### src/rtl/barrel_shifter_pipe_if.sv
// Stream interface for barrel_shifter_pipe: operand side (in_*) and
// result side (out_*) handshakes bundled together. The slave modport is
// the shifter's view; the master modport is the source/consumer view.
interface barrel_shifter_pipe_if #(
    parameter int WIDTH = 8
);
    localparam int SHW = $clog2(WIDTH);

    logic             in_valid;
    logic             in_ready;
    logic [WIDTH-1:0] in_data;
    logic [SHW-1:0]   in_amt;
    logic [1:0]       in_mode;
    logic             out_valid;
    logic             out_ready;
    logic [WIDTH-1:0] out_data;

    modport master (
        output in_valid, in_data, in_amt, in_mode, out_ready,
        input  in_ready, out_valid, out_data
    );

    modport slave (
        input  in_valid, in_data, in_amt, in_mode, out_ready,
        output in_ready, out_valid, out_data
    );
endinterface

### src/rtl/barrel_shifter_pipe.sv
// Pipelined barrel shifter: stage k conditionally shifts by 2^k in one of
// four modes (LSL, LSR, ASR, ROR) and registers the result. log2(WIDTH)
// stages, one operation per cycle, valid/ready flow control with bubble
// collapsing so an empty stage always pulls from the stage behind it.
module barrel_shifter_pipe #(
    parameter int WIDTH = 8
) (
    input  logic                  clk,
    input  logic                  rst_n,
    barrel_shifter_pipe_if.slave  bus
);
    localparam int SHW = $clog2(WIDTH);

    localparam logic [1:0] MODE_LSL = 2'b00;
    localparam logic [1:0] MODE_LSR = 2'b01;
    localparam logic [1:0] MODE_ASR = 2'b10;
    localparam logic [1:0] MODE_ROR = 2'b11;

    // Single shift by a fixed distance; sh is a per-stage constant so each
    // stage collapses to one mux level plus the mode select.
    function automatic logic [WIDTH-1:0] f_shift(
        input logic [WIDTH-1:0] d,
        input logic [1:0]       mode,
        input int               sh
    );
        logic signed [WIDTH-1:0] v_sd;
        v_sd = d;
        case (mode)
            MODE_LSL: f_shift = d << sh;
            MODE_LSR: f_shift = d >> sh;
            MODE_ASR: f_shift = v_sd >>> sh;
            default:  f_shift = (d >> sh) | (d << (WIDTH - sh));
        endcase
    endfunction

    // Stage registers: valid, data, shift amount and mode travel together.
    logic [SHW-1:0]   r_vld;
    logic [WIDTH-1:0] r_data [SHW];
    logic [SHW-1:0]   r_amt  [SHW];
    logic [1:0]       r_mode [SHW];

    // Per-stage inputs (from the port for stage 0, else the previous stage).
    logic [SHW-1:0]   w_src_vld;
    logic [WIDTH-1:0] w_src_data [SHW];
    logic [SHW-1:0]   w_src_amt  [SHW];
    logic [1:0]       w_src_mode [SHW];
    logic [WIDTH-1:0] w_nxt_data [SHW];
    logic [SHW-1:0]   w_adv;

    // Route each stage's source: the operand port feeds stage 0.
    always_comb begin
        w_src_vld[0]  = bus.in_valid;
        w_src_data[0] = bus.in_data;
        w_src_amt[0]  = bus.in_amt;
        w_src_mode[0] = bus.in_mode;
        for (int k = 1; k < SHW; k++) begin
            w_src_vld[k]  = r_vld[k-1];
            w_src_data[k] = r_data[k-1];
            w_src_amt[k]  = r_amt[k-1];
            w_src_mode[k] = r_mode[k-1];
        end
    end

    // Stage k applies a 2^k shift only when bit k of the amount is set.
    always_comb begin
        for (int k = 0; k < SHW; k++) begin
            w_nxt_data[k] = w_src_amt[k][k]
                          ? f_shift(w_src_data[k], w_src_mode[k], 1 << k)
                          : w_src_data[k];
        end
    end

    // Advance chain from the output backwards: a stage moves when it is
    // empty (bubble collapse) or when the stage ahead of it moves.
    always_comb begin
        logic v_adv;
        v_adv = !r_vld[SHW-1] || bus.out_ready;
        for (int k = SHW - 1; k >= 0; k--) begin
            if (k < SHW - 1) begin
                v_adv = !r_vld[k] || v_adv;
            end
            w_adv[k] = v_adv;
        end
    end

    assign bus.in_ready  = w_adv[0];
    assign bus.out_valid = r_vld[SHW-1];
    assign bus.out_data  = r_data[SHW-1];

    // Pipeline registers; payload only loads when a valid operand moves in,
    // so a stalled last stage holds out_data stable.
    always_ff @(posedge clk or negedge rst_n) begin
        if (!rst_n) begin
            r_vld <= '0;
            for (int k = 0; k < SHW; k++) begin
                r_data[k] <= '0;
                r_amt[k]  <= '0;
                r_mode[k] <= '0;
            end
        end else begin
            for (int k = 0; k < SHW; k++) begin
                if (w_adv[k]) begin
                    r_vld[k] <= w_src_vld[k];
                    if (w_src_vld[k]) begin
                        r_data[k] <= w_nxt_data[k];
                        r_amt[k]  <= w_src_amt[k];
                        r_mode[k] <= w_src_mode[k];
                    end
                end
            end
        end
    end
endmodule
### src/flat_wrapper.sv
// flat-port wrapper written by rule: the top's interface ports become plain ports
module barrel_shifter_pipe_flat 
#(
    parameter int WIDTH = 8
)
  (clk, rst_n, bus_in_valid, bus_in_data, bus_in_amt, bus_in_mode, bus_out_ready, bus_in_ready, bus_out_valid, bus_out_data);
  barrel_shifter_pipe_if #(.WIDTH(WIDTH)) bus_i ();
  input  logic clk;
  input  logic rst_n;
  input wire logic [$bits(bus_i.in_valid)-1:0] bus_in_valid;
  input wire logic [$bits(bus_i.in_data)-1:0] bus_in_data;
  input wire logic [$bits(bus_i.in_amt)-1:0] bus_in_amt;
  input wire logic [$bits(bus_i.in_mode)-1:0] bus_in_mode;
  input wire logic [$bits(bus_i.out_ready)-1:0] bus_out_ready;
  output wire logic [$bits(bus_i.in_ready)-1:0] bus_in_ready;
  output wire logic [$bits(bus_i.out_valid)-1:0] bus_out_valid;
  output wire logic [$bits(bus_i.out_data)-1:0] bus_out_data;
  assign bus_i.in_valid = bus_in_valid;
  assign bus_i.in_data = bus_in_data;
  assign bus_i.in_amt = bus_in_amt;
  assign bus_i.in_mode = bus_in_mode;
  assign bus_i.out_ready = bus_out_ready;
  assign bus_in_ready = bus_i.in_ready;
  assign bus_out_valid = bus_i.out_valid;
  assign bus_out_data = bus_i.out_data;
  barrel_shifter_pipe #(.WIDTH(WIDTH)) u_core (.clk(clk), .rst_n(rst_n), .bus(bus_i));
endmodule
### config.mk
export PLATFORM = sky130hd
export DESIGN_NAME = barrel_shifter_pipe_flat
export DESIGN_NICKNAME = d
export VERILOG_FILES = /design/src/rtl/barrel_shifter_pipe_if.sv /design/src/rtl/barrel_shifter_pipe.sv /design/src/flat_wrapper.sv
export SDC_FILE = /design/constraint.sdc
export NUM_CORES = 1
export LEC_CHECK = 0
export CAP_MARGIN = 10
export CORE_ASPECT_RATIO = 1.75
export CORE_UTILIZATION = 58
export CTS_CLUSTER_DIAMETER = 30
export CTS_CLUSTER_SIZE = 14
export DETAILED_ROUTE_END_ITERATION = 16
export GPL_TIMING_DRIVEN = 0
export PLACE_DENSITY = 0.84
export REMOVE_ABC_BUFFERS = 1
export SETUP_SLACK_MARGIN = 0.4
export SYNTH_ARGS = -nofsm -noshare
export SYNTH_HDL_FRONTEND = slang
export SYNTH_SLANG_ARGS = --single-unit
### constraint.sdc
create_clock -name clk -period 3.25 [get_ports clk]
set_input_delay 0.65 -clock clk [delete_from_list [all_inputs] [get_ports clk]]
set_output_delay 0.65 -clock clk [all_outputs]
set_load 0.01 [all_outputs]
==> impl_results.md, run 1 <==
* CTS Buf Count at 5
* Core Area at between 3000 and 4000 um2
* Total Routing Usage GR at 26.6%
* Non-Filler Instances at around 240
* CTS tree: built
* Critical Path Source Type: input pin
* Worst-Margin Slew at roughly 0.75 ns
* Synth Area in Compound Gates at around a fifth
* Peak VDD IR at ~380 uV
* Unique masters post-synth at 27
* Hold Vio Cnt, Final at 0
* Synth-to-Final Area Change at 13.3%
* IO Count at 27
* Ys Warns at 0
* Mapped Avg Cell Area at ~11 um2
* Initial Utilization at between 60% and 70%
* Root Buffer: clkbuf_8
* Max Clock Freq at 398 MHz
* Worst EP required at 2.60 ns
* Setup-failing EPs final at 0
* Period minus WS final at approximately 2.5 ns
* Post-Synth XOR/XNOR Area at 0%
* Avg WL per Cell at between 15 and 20 um
* Share of the cycle needed by the critical path after routing at between 70% and 80%
* Wirelength, routed at 3.94 mm
* CTS Hold Bufs at 0
* Grt met1 use at a little under a quarter
* Final RePlAce weighted congestion at around 0.87
* Status: completed
* Remaining routing DRC violations at 0
* Antenna violations before repair at 0
* Vias in the first global route at 1529
* WS Path Type: input pin to output port
* #FFs+latches synth at 34
* Simple-Gate Fraction of Synth Area at approximately an eighth
* HP Class: input pin to asynchronous set/reset pin
* RSZ-0062 raised after global routing: no
* Critical path arrival at 1.86 ns
* Clk slew on worst S/H paths at 0.07 ns
* Pin count of the biggest net entering global routing at 35
* Multiplexer share of the synthesized area at between 10% and 20%
* Die width at 45.7 um
* Final Slew Violations at 0
* Largest family of logic cells by synthesized area: compound AO/OA/AOI/OAI gates
* Syn Std Cell Area at between 1500 and 2000 um2
* Via count at approximately 1500
* Post-CTS setup buffers at 0
* Max Root-Sink Buffers at 2
* TNS Setup at 0 ns
* Tot Pwr at roughly 1.5 mW
* Met3 usage at under 10%
* I/O Buffers at 26
* Post-CTS Resized at 0
* FP Rows at 27
* Leak Pwr at between 0.8 and 0.9 nW
* Worst skew pair latency at 0.29 ns
* PwrDens at 667 nW/um2
* DRT antenna net count at 0
* Slew margin rel. at 49.7%
* Die Y at between 70 and 80 um
* DP Cell Count at 231
* Commonest non-fill, non-tap cell in the layout: dfrtp_1
* N_diodes at 0
* Final #Nets at 212
* Vias per inst at between 6 and 7
* First-pass GRT wire length at between 6 and 7 mm
* DR iter-0 viols at 38
* CTS Sinks at 34
* Die area at between 3000 and 4000 um2
* Drt pass-1 iters at 4
* Met2 usage at 49.1%
* Grt peak-use layer: met2
* CP endpoint kind: output port
* Cells after synthesis at about 180
* Crit path max fanout at 5
* H-Tree Depth at 2
* Most frequent cells in the layout: dfrtp_1, mux2_2, clkdlybuf4s50_1
* Post-DP HPWL at about 3.0 mm
* Final core utilization at just under 70%
* Share of layout cells above drive strength 1 at 22.4%
* Register area share after synthesis at between 40% and 50%
* Adder-Cell Fraction of Synth Area at 0%
* GR Overflow Total at 0
* Clk_skew at a little over 0.007 ns
* Max-cap violation count at 0
-- through the flow --
stage / setup WS [ns] / instance area [um2] / hold WS, ns
after floorplan: 1.52 / 1790 / 0.354
after global placement: 0.750 / 2100 / 0.469
after detailed placement: 0.737 / 2100 / 0.477
after CTS: 0.732 / 2190 / 0.436
after global routing: 0.672 / 2190 / 0.480
final: 0.740 / 2190 / 0.421
-- kinds of logic (layout without fill, tap and decap cells) --
| logic type | after synthesis | count (layout) |
|---|---|---|
| compound gates | 57 | 57 |
| mux | 26 | 26 |
| flops | 34 | 34 |
| simple gates | 42 | 42 |
| buf+inv | 23 | 37 |
-- state kept, by name (all words and copies together), names as in the netlist --
signal / flops
u_core.bus.out_data: 8
u_core.r_amt: 3
u_core.r_data: 16
u_core.r_mode: 4
u_core.r_vld: 3
-- power by group --
part / leakage (nW) / total, mW / switching (mW) / internal (mW)
logic: 0.413 / 0.463 / 0.189 / 0.274
registers: 0.394 / 0.678 / 0.135 / 0.543
clock network: 0.0482 / 0.319 / 0.148 / 0.171
-- layer usage --
layer  up-vias  part of all wire [%]
met5         -                     0
met4         0                   3.5
met3        14                   3.7
met2        50                    60
met1       736                    33
li1        698                     -
-- area by class of cell --
cell class	count	area (um2)
clock buffer	7	86.3
clock inverter	1	5.00
fill	262	985
inverter	3	11.3
multi-input combinational	125	928
sequential	34	851
tap	43	53.8
timing repair buffer	26	255
-- synth_stat cells, drive strengths merged --
master   number  share of area [%]
nand4b        1               0.78
o211ai        7                2.7
nand2        10                1.9
inv           3               0.58
nand2b        4                1.3
o2bb2ai       9                4.1
dfrtp        34                 44
nor2b         1               0.32
nand3b        1               0.39
a31oi        12                3.9
or3b         10                4.5
nor2         13                2.5
mux2         26                 15
a21oi         8                2.1
clkbuf        5                1.1
o21ai        11                2.8
a221oi        6                2.7
a41oi         1               0.45
and2          1               0.32
buf          15                6.3
a2bb2oi       3                1.4
and4          1               0.45
-- path summary, 6_finish.rpt --
| path | from | endpoint | slack [ns] | cells past startpoint |
|---|---|---|---|---|
| worst min register to register | u_core.bus.out_data[6] | u_core.bus.out_data[6] | 0.49 | 1 |
| worst max register to register | u_core.r_vld[1] | u_core.r_data[19] | 1.55 | 3 |
| worst max-delay path | bus_out_ready | bus_in_ready | 0.74 | 3 |
| max in group asynchronous | rst_n | u_core.r_data[17] | 2.34 | 1 |
| min in group clk | u_core.bus.out_data[6] | u_core.bus.out_data[6] | 0.49 | 1 |
| worst min-delay path | rst_n | u_core.bus.out_data[2] | 0.42 | 1 |
-- critical path, cell delays in order --
cell and delay [ns]:
clkdlybuf4s50_1 0.42, nand4b_2 0.26, clkdlybuf4s50_1 0.53
Note: power is estimated with default switching activity, not from simulation.
==> run 2: changes to the inputs <==
--- a/config.mk
+++ b/config.mk
@@ -7,12 +7,12 @@
 export LEC_CHECK = 0
 export CAP_MARGIN = 10
 export CORE_ASPECT_RATIO = 1.75
-export CORE_UTILIZATION = 58
+export CORE_UTILIZATION = 49
 export CTS_CLUSTER_DIAMETER = 30
 export CTS_CLUSTER_SIZE = 14
 export DETAILED_ROUTE_END_ITERATION = 16
 export GPL_TIMING_DRIVEN = 0
-export PLACE_DENSITY = 0.84
+export PLACE_DENSITY = 0.76
 export REMOVE_ABC_BUFFERS = 1
 export SETUP_SLACK_MARGIN = 0.4
 export SYNTH_ARGS = -nofsm -noshare
==> constraint.sdc (replaced) <==
create_clock -name clk -period 2.12 [get_ports clk]
set_input_delay 0.424 -clock clk [delete_from_list [all_inputs] [get_ports clk]]
set_output_delay 0.424 -clock clk [all_outputs]
set_load 0.01 [all_outputs]
==> run 2 against run 1 <==
  * Power is 53% higher
  * Global-route usage is 6.5 points lower
  * Count of clock-buffer cells in the layout stayed put
  * Design area is 0.51% higher
==> impl_results.md, run 2 (synthesis gave the netlist of run 1 again) <==
* DR iter-0 viols at 38 (unchanged)
* FF-to-FF Start: u_core.r_vld[1]
* GR Overflow Total at 0 (unchanged)
* Core Area at 3700 um2 (+17%)
* Crit path max fanout at 5 (unchanged)
* Max Clock Freq at 596 MHz
* Total Routing Usage GR at 20.1% (-6.5 points)
* TNS Setup at 0 ns (unchanged)
* Worst setup margin at 0.443 ns (-0.298 ns)
* Crit-path leading delay family: buffers and inverters
* Critical path arrival at 1.25 ns (-0.61 ns)
* First-pass GRT wire length at 6.48 mm (-4.8%)
* Slew margin rel. at 50.6% (+0.92 points)
* Pin count of the biggest net entering global routing at 35 (unchanged)
* Dpl ws at 0.0294 ns (-0.708 ns)
* Largest register FFs at 16 (unchanged)
* Fill cell count at 330 (+26%)
* CP endpoint kind: output port
* Synth-to-Final Area Change at 13.8%
* Post-CTS setup buffers at 0 (unchanged)
* PwrDens at 1020 nW/um2 (+52%)
* Clk_skew at 0.00356 ns (-0.00361 ns)
* H-Tree Depth at 2 (unchanged)
* Die Y at 85.1 um (+8.6%)
* Placement Cell Area at 2100 um2 (+0.18%)
* Commonest non-fill, non-tap cell in the layout: dfrtp_1
* Most flop-heavy register: u_core.r_data
* Tot Pwr at 2.24 mW (+53%)
* Share of the cycle needed by the critical path after routing at around four fifths
* Critical Path Source Type: input pin
* Worst-Margin Slew at 0.741 ns (-0.0138 ns)
* Final Slew Violations at 0 (unchanged)
* Status: completed
* Drt pass-1 iters at 4 (unchanged)
* Clk slew on worst S/H paths at 0.07 ns (about the same)
* IO Count at 27 (unchanged)
* Post-DP HPWL at 2.88 mm (-3.5%)
* Die width at 49.5 um (+8.4%)
* Max Root-Sink Buffers at 2 (unchanged)
* WS Path Type: input pin to output port
* Final #Nets at 212 (unchanged)
* Final Cell Area at 2200 um2 (+0.51%)
* Worst path buffer plus inverter count at 2 (unchanged)
* WHS at 0.198 ns (-0.223 ns)
* Avg WL per Cell at 15.9 um (-3.3%)
* Root Buffer: clkbuf_8
* CTS Buf Count at 5 (unchanged)
* Most frequent cells in the layout: dfrtp_1, mux2_2, clkdlybuf4s50_1
* N_diodes at 0 (unchanged)
* Crit path from: bus_out_ready
* Final RePlAce weighted congestion at 0.851 (-1.7%)
* Via count at 1504 (+0.40%)
* Die area at 4210 um2 (+18%)
* Wirelength, routed at 3.86 mm (-2.1%)
* Vias in the first global route at 1484 (-2.9%)
* Remaining routing DRC violations at 0 (unchanged)
* Peak VDD IR at 629 uV (+64%)
* Leak Pwr at 0.863 nW (+0.90%)
* Initial Utilization at 52.3% (-8.6 points)
* Antenna violations before repair at 0 (unchanged)
* Max-cap violation count at 0 (unchanged)
* DRT antenna net count at 0 (unchanged)
* Worst EP required at 1.70 ns (-0.90 ns)
* I/O Buffers at 26 (unchanged)
* FP Rows at 29 (+7.4%)
* Hold Vio Cnt, Final at 0 (unchanged)
* Period minus WS final at around 1.7 ns
* Slowest cell on crit path: clkdlybuf4s50_1
* Setup-failing EPs final at 0 (unchanged)
* Vias per inst at 6.21 (-0.84%)
* RSZ-0062 raised after global routing: yes
* Slowest stage delay, CP at 0.44 ns (-0.09 ns)
* CTS Sinks at 34 (unchanged)
* HP Class: input pin to asynchronous set/reset pin
* Worst skew pair latency at 0.28 ns (about the same)
* CTS tree: built
* Share of layout cells above drive strength 1 at 24.5% (+2.0 points)
* Cell Chain, Critical Path: clkdlybuf4s50_1, nand4b_4, buf_2
run 2: worst paths after layout:
| kind | slack (ns) | cells after the start | endpoint |
|---|---|---|---|
| setup / recovery | 0.44 | 3 | bus_in_ready |
| hold / removal | 0.20 | 1 | u_core.bus.out_data[2] |
| hold reg to reg | 0.49 | 1 | u_core.bus.out_data[4] |
| setup reg to reg | 0.52 | 3 | u_core.r_mode[2] |
| min in group clk | 0.49 | 1 | u_core.bus.out_data[4] |
| max in group asynchronous | 1.41 | 1 | u_core.r_vld[2] |
run 2: timing repair:
action,in CTS,in global routing
endpoints found under the setup margin,12,21
gates resized for setup,7,3
hold buffers,0,0
gates cloned,0,0
run 2: area by class of cell:
type	count	area, um2	share of cell area (%)
Tap cell	46	57.6	2.61
Timing Repair Buffer	26	248	11.3
Inverter	3	11.3	0.511
Clock buffer	7	86.3	3.92
Clock inverter	1	5.00	0.227
Multi-Input combinational cell	125	942	42.8
Sequential cell	34	852	38.7
run 2: per-layer routing:
metal | GRT usage (%) | vias up | part of all wire, %
met5 | 0 | - | 0
met4 | 11.4 | 0 | 3.0
met3 | 4.30 | 11 | 3.8
met2 | 39.2 | 52 | 58
met1 | 18.2 | 743 | 35
li1 | - | 698 | -
run 2: per-stage QoR:
step	utilization, %	instances
after floorplan	-	162
after global placement	57.0	234
after detailed placement	56.8	234
after CTS	59.3	242
after global routing	59.5	242
final	59.5	242
run 2: where the power goes:
group	switching [mW]	internal, mW	total, mW
Sequential	0.211	0.833	1.04
Combinational	0.284	0.419	0.703
Clock	0.229	0.262	0.490
Total	0.723	1.51	2.24
==> run 3: changes to the inputs <==
==> constraint.sdc (replaced) <==
create_clock -name clk -period 1.5 [get_ports clk]
set_input_delay 0.3 -clock clk [delete_from_list [all_inputs] [get_ports clk]]
set_output_delay 0.3 -clock clk [all_outputs]
set_load 0.01 [all_outputs]
==> run 3 against run 2 <==
  * Clock skew is essentially flat
  * Largest power group is now combinational cells
  * Critical path depth up 1
  * Via count up 12%
  * Design area up 23%
  * Power increased by 71%
  * Count of clock-buffer cells in the layout is the same
  * Sequential cell count is the same
  * Sequential share of layout area is 6.8 points lower
  * Setup slack lost 0.29 ns
  * Routed wire length is 32% higher
  * Critical path type is now register to register
  * Core utilization grew 13 points
  * Cell count is 15% higher
==> impl_results.md, run 3 (synthesis gave the netlist of run 1 again) <==
* Total Routing Usage GR at 25.1% (+5.0 points)
* CTS Sinks at 34 (unchanged)
* Worst skew pair latency at 0.29 ns (about the same)
* Clk_skew at 0.00351 ns (-0.0000537 ns)
* Most flop-heavy register: u_core.r_data
* DP Cell Count at 234 (unchanged)
* Die area at 4210 um2 (unchanged)
* Peak VDD IR at 915 uV (+45%)
* Share of layout cells above drive strength 1 at 52.6% (+28 points)
* Worst-Margin Slew at 0.761 ns (+0.0203 ns)
* FP Rows at 29 (unchanged)
* WS Path Type: register to register
* Crit-path leading delay family: flip-flops
* Slowest cell on crit path: dfrtp_2
* Max Root-Sink Buffers at 2 (unchanged)
* Period minus WS final at between 1 and 1.5 ns
* Max-cap violation count at 0 (unchanged)
* Critical path arrival at 1.53 ns (+0.28 ns)
* Initial Utilization at 52.3% (unchanged)
* Setup-failing EPs final at 0 (unchanged)
* Antenna violations before repair at 0 (unchanged)
* Largest register FFs at 16 (unchanged)
* Critical Path Source Type: register
* CTS Buf Count at 5 (unchanged)
* Share of the cycle needed by the critical path after routing at between 80 and 90%
* Fill cell count at 243 (-26%)
* Remaining routing DRC violations at 0 (unchanged)
* Tot Pwr at 3.82 mW (+71%)
* Dpl ws at -0.462 ns (-0.491 ns)
* Grt peak-use layer: met2
* PwrDens at 1410 nW/um2 (+39%)
* I/O Buffers at 26 (unchanged)
* CTS Hold Bufs at 0 (unchanged)
* Synth-to-Final Area Change at 39.7%
* Die width at 49.5 um (unchanged)
* Max Clock Freq at ~740 MHz
* Worst EP required at 1.68 ns (-0.02 ns)
* Die Y at 85.1 um (unchanged)
* Status: completed
* Pin count of the biggest net entering global routing at 35 (unchanged)
* Core Area at 3700 um2 (unchanged)
* H-Tree Depth at 2 (unchanged)
* Crit path max fanout at 6 (+1)
* DR iter-0 viols at 40 (+5.3%)
* Commonest non-fill, non-tap cell in the layout: dfrtp_1
* Cell Chain, Critical Path: buf_6, mux2_4, a221oi_2, o2bb2ai_1
* First-pass GRT wire length at 7.91 mm (+22%)
* HP Class: input pin to asynchronous set/reset pin
* Non-Filler Instances at 278 (+15%)
* GR Overflow Total at 0 (unchanged)
* Root Buffer: clkbuf_8
* CTS tree: built
* Most frequent cells in the layout: dfrtp_1, buf_4, mux2_4
* Worst path buffer plus inverter count at 1 (-1)
* Final Slew Violations at 0 (unchanged)
* Avg WL per Cell at 18.3 um (+15%)
* Post-DP HPWL at 2.88 mm (unchanged)
* Leak Pwr at 1.19 nW (+38%)
* IO Count at 27 (unchanged)
* Via count at 1677 (+12%)
* Vias in the first global route at 1706 (+15%)
* DRT antenna net count at 0 (unchanged)
* N_diodes at 0 (unchanged)
* Slowest stage delay, CP at 0.46 ns (+0.02 ns)
* CP endpoint kind: register
* Grt met1 use at 24.0% (+5.8 points)
* Met2 usage at 47.8% (+8.6 points)
* Worst setup margin at 0.153 ns (-0.290 ns)
* Slew margin rel. at 49.3% (-1.4 points)
* RSZ-0062 raised after global routing: yes
* Final RePlAce weighted congestion at 0.851 (unchanged)
* Wirelength, routed at 5.10 mm (+32%)
* Vias per inst at 6.03 (-2.9%)
* Drt pass-1 iters at 4 (unchanged)
* Final #Nets at 248 (+17%)
* Clk slew on worst S/H paths at 0.07 ns (about the same)
* Hold Vio Cnt, Final at 0 (unchanged)
* Met3 usage at 5.38% (+1.1 points)
==> run 3: path summary, 6_finish.rpt <==
kind                                    from                      to  slack (ns)  depth (start not counted)
max                         u_core.r_mode[2]  u_core.bus.out_data[4]        0.15                          4
min                                    rst_n  u_core.bus.out_data[0]        0.07                          1
max reg2reg                 u_core.r_mode[2]  u_core.bus.out_data[4]        0.15                          4
min reg2reg                u_core.r_data[14]       u_core.r_data[14]        0.53                          1
max in group asynchronous              rst_n        u_core.r_mode[4]        0.89                          1
min in group clk              bus_in_mode[1]        u_core.r_mode[5]        0.44                          2
==> run 3: report_power, final <==
part	internal, mW	leakage, nW	switching [mW]
clock network	0.370	0.0482	0.341
registers	1.18	0.387	0.318
logic	0.961	0.751	0.644
total	2.51	1.19	1.30
==> run 3: worst reg2reg max path, cell delays in order, from the launching register on <==
cell and delay [ns]:
dfrtp_2 0.46, buf_6 0.14, mux2_4 0.29, a221oi_2 0.25, o2bb2ai_1 0.09
==> run 3: area by class of cell <==
cell class                      count  area, um2  share of cell area, %
Clock inverter                      1       5.00                  0.185
Sequential cell                    34        861                   31.9
Tap cell                           46       57.6                   2.13
Multi-Input combinational cell    127       1190                   44.1
Clock buffer                        7       86.3                   3.20
Inverter                            3       15.0                  0.556
Timing Repair Buffer               60        484                   17.9
==> run 3: per-stage QoR <==
step	setup TNS [ns]	area [um2]	hold WS (ns)	utilization, %
CTS	0	2550	0.0998	68.9
finish	0	2700	0.0734	73.0
global route	0	2700	0.120	73.0
detailed placement	-10.19	2100	0.407	56.8
global placement	-24.59	2110	0.471	57.0
floorplan	-0.344	1790	0.00441	-
==> run 3: timing repair <==
action,4_1_cts,5_1_grt
pin swaps,18,11
endpoints found under the hold margin,0,0
gates resized for setup,115,25
cloned,2,0
setup buffers,25,9
setup endpoints to repair,41,41
==> run 3: routing by layer <==
layer,vias up,wire length (um)
met5,-,0
li1,778,-
met3,19,180
met4,0,223
met1,830,1790
met2,50,2910
